<file path="src/rtl/led_pkg.sv">
`default_nettype none
// ============================================================================
// Package : led_pkg
// Brief   : Shared state encoding and timing helper for the LED driver family.
// Rev     : 1.0 - initial release
// ============================================================================
package led_pkg;

    localparam int TIMER_W = 32;

    typedef enum logic [1:0] {
        IDLE = 2'd0,
        ON   = 2'd1,
        GAP  = 2'd2
    } led_state_t;

    // Whole-kHz clocks assumed; fractional kHz is truncated.
    function automatic logic [TIMER_W-1:0] ms_to_cycles(input int unsigned clk_freq,
                                                        input int unsigned ms);
        return TIMER_W'((clk_freq / 1000) * ms);
    endfunction

endpackage
`default_nettype wire

</file>
<file path="src/rtl/cycle_timer.sv">
`default_nettype none
// ============================================================================
// Module : cycle_timer
// Brief  : Loadable down-counter that parks at zero and flags done there.
// Rev    : 1.0 - initial release
// ============================================================================
module cycle_timer #(
    parameter int WIDTH = 32
) (
    input  logic             clk,
    input  logic             rst_n,
    input  logic             i_load,
    input  logic [WIDTH-1:0] i_load_value,
    output logic             o_done
);

    logic [WIDTH-1:0] r_count;

    always_ff @(posedge clk) begin
        if (!rst_n) begin
            r_count <= '0;
        end else if (i_load) begin
            r_count <= i_load_value;
        end else if (r_count != '0) begin
            r_count <= r_count - 1'b1;
        end
    end

    assign o_done = (r_count == '0);

endmodule
`default_nettype wire

</file>
<file path="src/rtl/led_pulse_driver.sv">
`default_nettype none
// ============================================================================
// Module : led_pulse_driver
// Brief  : Turns single-cycle event strobes into queued, visible LED blinks.
// Rev    : 1.0 - initial release
// ============================================================================
module led_pulse_driver
    import led_pkg::*;
#(
    parameter  int CLK_FREQ        = 50_000_000,
    parameter  int ON_MS           = 100,
    parameter  int OFF_MS          = 100,
    parameter  int MAX_PENDING     = 15,
    parameter  int LED_ACTIVE_HIGH = 1,
    localparam int PW              = $clog2(MAX_PENDING + 1)
) (
    input  logic          clk,
    input  logic          rst_n,
    input  logic          event_in,
    input  logic          clear_in,
    output logic          led_out,
    output logic          busy,
    output logic [PW-1:0] pending,
    output logic          overflow
);

    localparam logic [TIMER_W-1:0] c_on_load  = ms_to_cycles(CLK_FREQ, ON_MS) - 1'b1;
    localparam logic [TIMER_W-1:0] c_off_load = ms_to_cycles(CLK_FREQ, OFF_MS) - 1'b1;
    localparam logic [PW-1:0]      c_pend_max = PW'(MAX_PENDING);
    localparam logic               c_led_lit  = (LED_ACTIVE_HIGH != 0);

    led_state_t           r_state;
    led_state_t           w_state_next;
    logic                 r_led;
    logic                 r_busy;
    logic [PW-1:0]        r_pending;
    logic                 r_overflow;
    logic                 w_timer_load;
    logic [TIMER_W-1:0]   w_timer_value;
    logic                 w_timer_done;
    logic                 w_event;
    logic                 w_relaunch;

    cycle_timer #(
        .WIDTH (TIMER_W)
    ) u_timer (
        .clk          (clk),
        .rst_n        (rst_n),
        .i_load       (w_timer_load),
        .i_load_value (w_timer_value),
        .o_done       (w_timer_done)
    );

    // A clear wipes the queue and swallows any event arriving with it.
    assign w_event    = event_in & ~clear_in;
    assign w_relaunch = (r_state == GAP) & w_timer_done &
                        (w_event | ((r_pending != '0) & ~clear_in));

    always_comb begin
        w_state_next  = r_state;
        w_timer_load  = 1'b0;
        w_timer_value = '0;
        case (r_state)
            IDLE: begin
                if (w_event) begin
                    w_state_next  = ON;
                    w_timer_load  = 1'b1;
                    w_timer_value = c_on_load;
                end
            end
            ON: begin
                if (w_timer_done) begin
                    w_state_next  = GAP;
                    w_timer_load  = 1'b1;
                    w_timer_value = c_off_load;
                end
            end
            GAP: begin
                if (w_timer_done) begin
                    if (w_relaunch) begin
                        w_state_next  = ON;
                        w_timer_load  = 1'b1;
                        w_timer_value = c_on_load;
                    end else begin
                        w_state_next  = IDLE;
                    end
                end
            end
            default: begin
                w_state_next = IDLE;
            end
        endcase
    end

    // Outputs come from the next state so the pin changes on the same edge as the FSM.
    always_ff @(posedge clk) begin
        if (!rst_n) begin
            r_state    <= IDLE;
            r_led      <= ~c_led_lit;
            r_busy     <= 1'b0;
            r_pending  <= '0;
            r_overflow <= 1'b0;
        end else begin
            r_state <= w_state_next;
            r_led   <= (w_state_next == ON) ? c_led_lit : ~c_led_lit;
            r_busy  <= (w_state_next != IDLE);
            if (clear_in) begin
                r_pending  <= '0;
                r_overflow <= 1'b0;
            end else if (w_relaunch) begin
                if (!event_in) begin
                    r_pending <= r_pending - 1'b1;
                end
            end else if (event_in && (r_state != IDLE)) begin
                if (r_pending == c_pend_max) begin
                    r_overflow <= 1'b1;
                end else begin
                    r_pending <= r_pending + 1'b1;
                end
            end
        end
    end

    assign led_out  = r_led;
    assign busy     = r_busy;
    assign pending  = r_pending;
    assign overflow = r_overflow;

endmodule
`default_nettype wire

</file>
<file path="config.mk">
export PLATFORM = sky130hd
export DESIGN_NAME = led_pulse_driver
export DESIGN_NICKNAME = d
export VERILOG_FILES = /design/src/rtl/led_pkg.sv /design/src/rtl/cycle_timer.sv /design/src/rtl/led_pulse_driver.sv
export SDC_FILE = /design/constraint.sdc
export NUM_CORES = 1
export LEC_CHECK = 0
export CORE_ASPECT_RATIO = 1.1
export CORE_UTILIZATION = 50
export CTS_BUF_LIST = sky130_fd_sc_hd__clkbuf_2
export DETAILED_ROUTE_END_ITERATION = 12
export PLACE_DENSITY_LB_ADDON = 0.1
export REMOVE_ABC_BUFFERS = 1
export SYNTH_ARGS = -nofsm -noshare
export SYNTH_HDL_FRONTEND = slang
export SYNTH_HIERARCHICAL = 1
export SYNTH_SLANG_ARGS = --single-unit
</file>
<file path="constraint.sdc">
create_clock -name clk -period 7.5 [get_ports clk]
set_clock_uncertainty 0.15 [all_clocks]
set_input_delay 1.125 -clock clk [delete_from_list [all_inputs] [get_ports clk]]
set_output_delay 1.125 -clock clk [all_outputs]
set_load 0.02 [all_outputs]
</file>
# Word-level counts from Yosys, hierarchy flattened
# Cells that the tools add are included.
word_totals:
  inputBits: 4
  ff_bits: 41
  output_inout_bits: 7
  elab_cells: 57
op_classes:
  addsub: 3
  reduce_logical: 12
  n_bitwise: 8
  n_eq_ne: 6
  muxes: 22
op_table:
  columns: ["cell", "n"]
  rows:
  - ["$mux W23", 4]
  - ["$pmux W23 S3", 1]
  - ["$mux W32", 2]
  - ["$logic_not A32 Y1", 1]
  - ["$reduce_bool A32 Y1", 1]
  - ["$sub A32 B1 Y32 const B", 1]
  - ["$mux W4", 4]
  - ["$reduce_bool A2 Y1", 4]
  - ["$mux W1", 6]
  - ["$mux W2", 3]
  - ["$pmux W2 S3", 1]
  - ["$reduce_and A3 Y1", 2]
  - ["$add A4 B1 Y4 const B", 1]
  - ["$and A1 B1 Y1", 4]
  - ["$eq A2 B1 Y1 const B", 2]
  - ["$eq A4 B4 Y1 const B", 1]
  - ["$ne A2 B2 Y1 const B", 2]
  - ["$reduce_bool A4 Y1", 1]
  - ["$sub A4 B1 Y4 const B", 1]
  - ["$not A1 Y1", 3]
  - ["$pmux W1 S3", 1]
  - ["$eq A2 B2 Y1 const B", 1]
  - ["$logic_not A2 Y1", 1]
  - ["$reduce_or A2 Y1", 1]
  - ["2 further kinds", 2]

# Longest topological paths before layout
depth:
  ltp_word: 9
  ltp_mapped: 16
  ltp_nobuf: 14

# By module
# Netlist, hierarchy kept.
by_module_without_submodules:
  columns: ["mod", "area_each_um2", "n_inst", "seq_area_each_um2", "cells_per_inst"]
  rows:
  - ["cycle_timer", 1692.9, 1, 640.6, 205]
  - ["led_pulse_driver", 574.3, 1, 180.2, 64]

# Worst setup path after synthesis
# OpenSTA, ideal clock, no wires.
synth_path:
  kind: "register to register"
  startpoint: "register u_timer.r_count[0]"
  endpoint: "register u_timer.r_count[9]"
  synth_period_minus_slack_ns: 3.782
  setup_time_ns: 0.137
  arrival_time_ns: 3.495
  path_stages_with_launch: 17
  t_required_ns: 7.213
  setup_slack_ns: 3.718
  n_path_buf: 3
  cell_sequence: "dfxtp_1 -> inv_1 -> ha_1 -> nor4b_1 -> nand2_1 -> or4_4 -> buf_6 -> clkinv_4 -> nand2_1 -> a21oi_1 -> o21ai_0 -> nand2_1 -> clkbuf_1 -> clkinv_1 -> clkbuf_1 -> o21ai_0 -> a31oi_1"
synth_via:
  elab_chain_cells: 7
  elab_cells_between_ends: 16
  classes_between: "add/sub (1); mux (10); bitwise (2); reduce/logical (3)"
synth_rtl:
  columns: ["element", "line_no", "rtl"]
  rows:
  - ["start: declaration", "cycle_timer.sv:17", "logic [WIDTH-1:0] r_count;"]
  - ["start signal: assignment", "cycle_timer.sv:23", "r_count <= i_load_value;"]
  - ["start signal: assignment", "cycle_timer.sv:25", "r_count <= r_count - 1'b1;"]
  - ["$logic_not A32 Y1 *", "cycle_timer.sv:29", "assign o_done = (r_count == '0);"]
  - ["via w_timer_done", "led_pulse_driver.sv:40", "logic w_timer_done;"]
  - ["$and A1 B1 Y1 (2 in series)", "led_pulse_driver.sv:56", "assign w_relaunch = (r_state == GAP) & w_timer_done &"]
  - ["$mux W1", "led_pulse_driver.sv:80", "if (w_relaunch) begin"]
  - ["$mux W1", "led_pulse_driver.sv:79", "if (w_timer_done) begin"]
  - ["$pmux W1 S3 *", "led_pulse_driver.sv:63", "case (r_state)"]
  - ["via w_timer_load", "led_pulse_driver.sv:38", "logic w_timer_load;"]
  - ["$mux W32 or $reduce_bool A2 Y1 (tied branches)", null, null]
# Mark *: on every way through the listed nets, which the timed path passes. The rest lies on a longest branch. The select of a mux whose other input is x is not followed.
# A chain may end at the register's enable or synchronous reset.

# Worst setup path in the final report
layout_path:
  startpoint: "register u_timer.r_count[0]"
  endpoint: "register u_timer.r_count[19]"
# The elaborated chain is that of the path after synthesis.

==> metrics.txt <==
Hold Path Depth 1; setup fix buffers added after clock tree synthesis 0; antenna violations before repair 0; vias in the first global route 1,826; # H-tree levels 2; latest clock arrival within the worst-skew pair 0.40 ns; Least-Margin Pin Slew 0.883 ns; maximum number of buffers from clock root to sink 2; total wire length after detailed routing 4670 um; most frequent standard cell in the layout excluding fill and tap cells dfxtp_1; worst slew margin relative to its limit 40.8%; arrival time at the worst endpoint 5.24 ns; endpoint required time on the critical path 7.63 ns; Worst Reg-to-Reg Cells 13; setup repair after global routing missed its margin false; placed insts 338; Period minus WS final 5.11 ns; slack of the critical path 2.39 ns; register bit count reported by yosys 41; largest fanout on the critical path 34; max-slew violation count 0; Syn Inst Count 269; area share of the largest cell type after synthesis 36.2%; minimum setup slack among reg-to-reg paths 2.39 ns; std cell rows 25; largest cells by area after synthesis dfxtp_1 (36%), xnor2_1 (8.9%), o21ai_0 (5.1%); library cell used as clock root buffer clkbuf_2; post-placement setup slack 2.42 ns; overall global routing resource usage 22.1%; final core utilization 57.1%; Die Span X 66.2 um; register clock-pin slew on the reported worst setup and hold paths 0.20 ns; post-cts hold buffer count 0; Ports 11; post-detail-place hpwl 3120 um; clock tree from TritonCTS built; area inside the core boundary 0.00432 mm2; dominant register cell in the synthesized netlist dfxtp_1; pin count of the biggest net entering global routing 35; share of the clock period used by the worst path after layout 68.1%; Filler cells 418; start point of the worst hold path overflow; critical path startpoint category flop; Cell Count, Final, Fillers Out 346; outcome finished clean; Initial Utilization 52.5%; number of synthesized flops with an enable pin 0; setup-violating endpoint count in the final report 0; cell area after layout 0.00247 mm2; synth-to-layout area growth 8.78%; wire length of the first global-routing pass 8090 um; vias 1,919; total CTS buffers 5; Synth Area per Inst 8.43 um2; final net count 297; TritonCTS Sinks 41; final hold slack 0.343 ns; DRC 0; Syn. warnings 6; via density per instance 5.55; Final Hold Viols 0; post-route ant nets 0; residual overflow from global routing 0; chip height 72.6 um; routability congestion estimate from global placement 0.792; startpoint of the most critical register-to-register path u_timer/r_count[0]; routed wire length per instance 13.5 um; Detailed Routing Iterations Pass 1 4; number of buffer cells added on primary ports 10; Max Cap Viol 0; Min-Delay Path Class flop to flop; highest achievable clock rate 0.196 GHz; total power consumption of the routed design 0.552 mW; Post-Synthesis Cell Area 0.00227 mm2; worst vdd ir 0.000132 V; share of the yosys chip area belonging to registers 36.2%; Crit Reg-Reg Endpoint u_timer/r_count[19]; power per standard cell area 224 mW/mm2; ANT cells 0; Critical Setup Path Class flop to flop; sum of negative setup slack 0 ns; post-CTS resize count 0; share of synthesized registers carrying an async set or reset 0%; die area 0.00481 mm2; number of violations reported at the end of detailed-routing iteration 0 76; hold endpoint overflow; commonest non-fill, non-tap cells in the layout dfxtp_1 (41), o21ai_0 (23), xnor2_1 (23); Synth area leader dfxtp_1; number of different library cells in the post-synthesis netlist 53; fraction of final layout cells with drive strength greater than 1 9.59%; total cell area at the placement stage 0.00243 mm2; static leakage 0.835 nW; Setup crit end kind flop
cell type report:
type                            count  area [um2]  share of cell area [%]
Timing Repair Buffer               10         100                    4.06
Sequential cell                    41         821                    33.3
Multi-Input combinational cell    227        1410                    57.2
Clock buffer                        6        30.0                    1.22
Tap cell                           54        67.6                    2.74
Clock inverter                      2        10.0                   0.406
Inverter                            6        27.5                    1.12
Yosys cell counts, drive strengths merged (2+ instances only):
| cell type | count |
|---|---|
| o21a | 2 |
| clkbuf | 9 |
| nand3 | 5 |
| or3b | 3 |
| a21oi | 11 |
| nor3b | 3 |
| or2 | 4 |
| nor2 | 19 |
| or4 | 9 |
| mux2i | 2 |
| nand2 | 22 |
| inv | 4 |
| or2b | 3 |
| buf | 4 |
| nand2b | 2 |
| a221oi | 2 |
| or3 | 7 |
| clkinv | 2 |
| nand4 | 5 |
| a31oi | 5 |
| nor3 | 12 |
| o21ai | 25 |
| a31o | 3 |
| ha | 2 |
| dfxtp | 41 |
| xnor2 | 23 |
| nor4 | 12 |
| a211oi | 11 |
| a32oi | 2 |
how the worst max path moves through the flow:
stage | cells after the start | to | from | slack [ns]
after floorplan | 13 | u_timer/r_count[11] | u_timer/r_count[0] | 3.46
after global placement | 13 | u_timer/r_count[5] | u_timer/r_count[0] | 2.62
after detailed placement | 13 | u_timer/r_count[19] | u_timer/r_count[0] | 2.42
after CTS | 13 | u_timer/r_count[19] | u_timer/r_count[0] | 2.38
after global routing | 13 | u_timer/r_count[22] | u_timer/r_count[0] | 1.87
final | 13 | u_timer/r_count[19] | u_timer/r_count[0] | 2.39
per-layer routing:
layer  global-route usage [%]  wire length (um)  vias to the layer above  share of wire, %
met3                     5.16               113                        5               2.4
met4                     8.51                46                        0              0.98
met2                     39.9              2400                       25                51
li1                         -                 -                     1017                 -
met1                     24.9              2120                      872                45
met5                        0                 0                        -                 0
critical path, stage by stage (launching register included):
cell	delay (ns)
dfxtp_1	0.38
inv_1	0.06
ha_1	0.19
nor4b_1	0.51
nand2_1	0.38
or4_4	0.71
clkinv_4	0.14
nand2_1	0.06
a21oi_1	0.12
o21ai_0	0.17
nand2_1	0.52
clkinv_1	0.89
nand3_2	0.55
o21ai_0	0.16
state kept, by name, indices dropped and copies added, names as in the netlist:
register,cells
u_timer/r_count,32
pending,4
r_state,2
busy,1
led_out,1
overflow,1
kinds of logic after synthesis:
kind of cell / Yosys count / share of synthesized area (%)
muxes: 2 / 0.883
and+or+nand+nor: 113 / 29.0
adders and majority gates: 2 / 1.10
buffers and inverters: 19 / 4.58
other: 1 / 0.165
DFF: 41 / 36.2
xor gates and xnor gates: 24 / 9.27
AOI/OAI and AO/OA: 67 / 18.8
power breakdown:
group | switching, mW | total, mW | internal, mW
registers | 0.0302 | 0.277 | 0.247
logic | 0.101 | 0.181 | 0.0793
clock network | 0.0707 | 0.0941 | 0.0234
total | 0.202 | 0.552 | 0.350
Power figures use the tool's default switching activity.
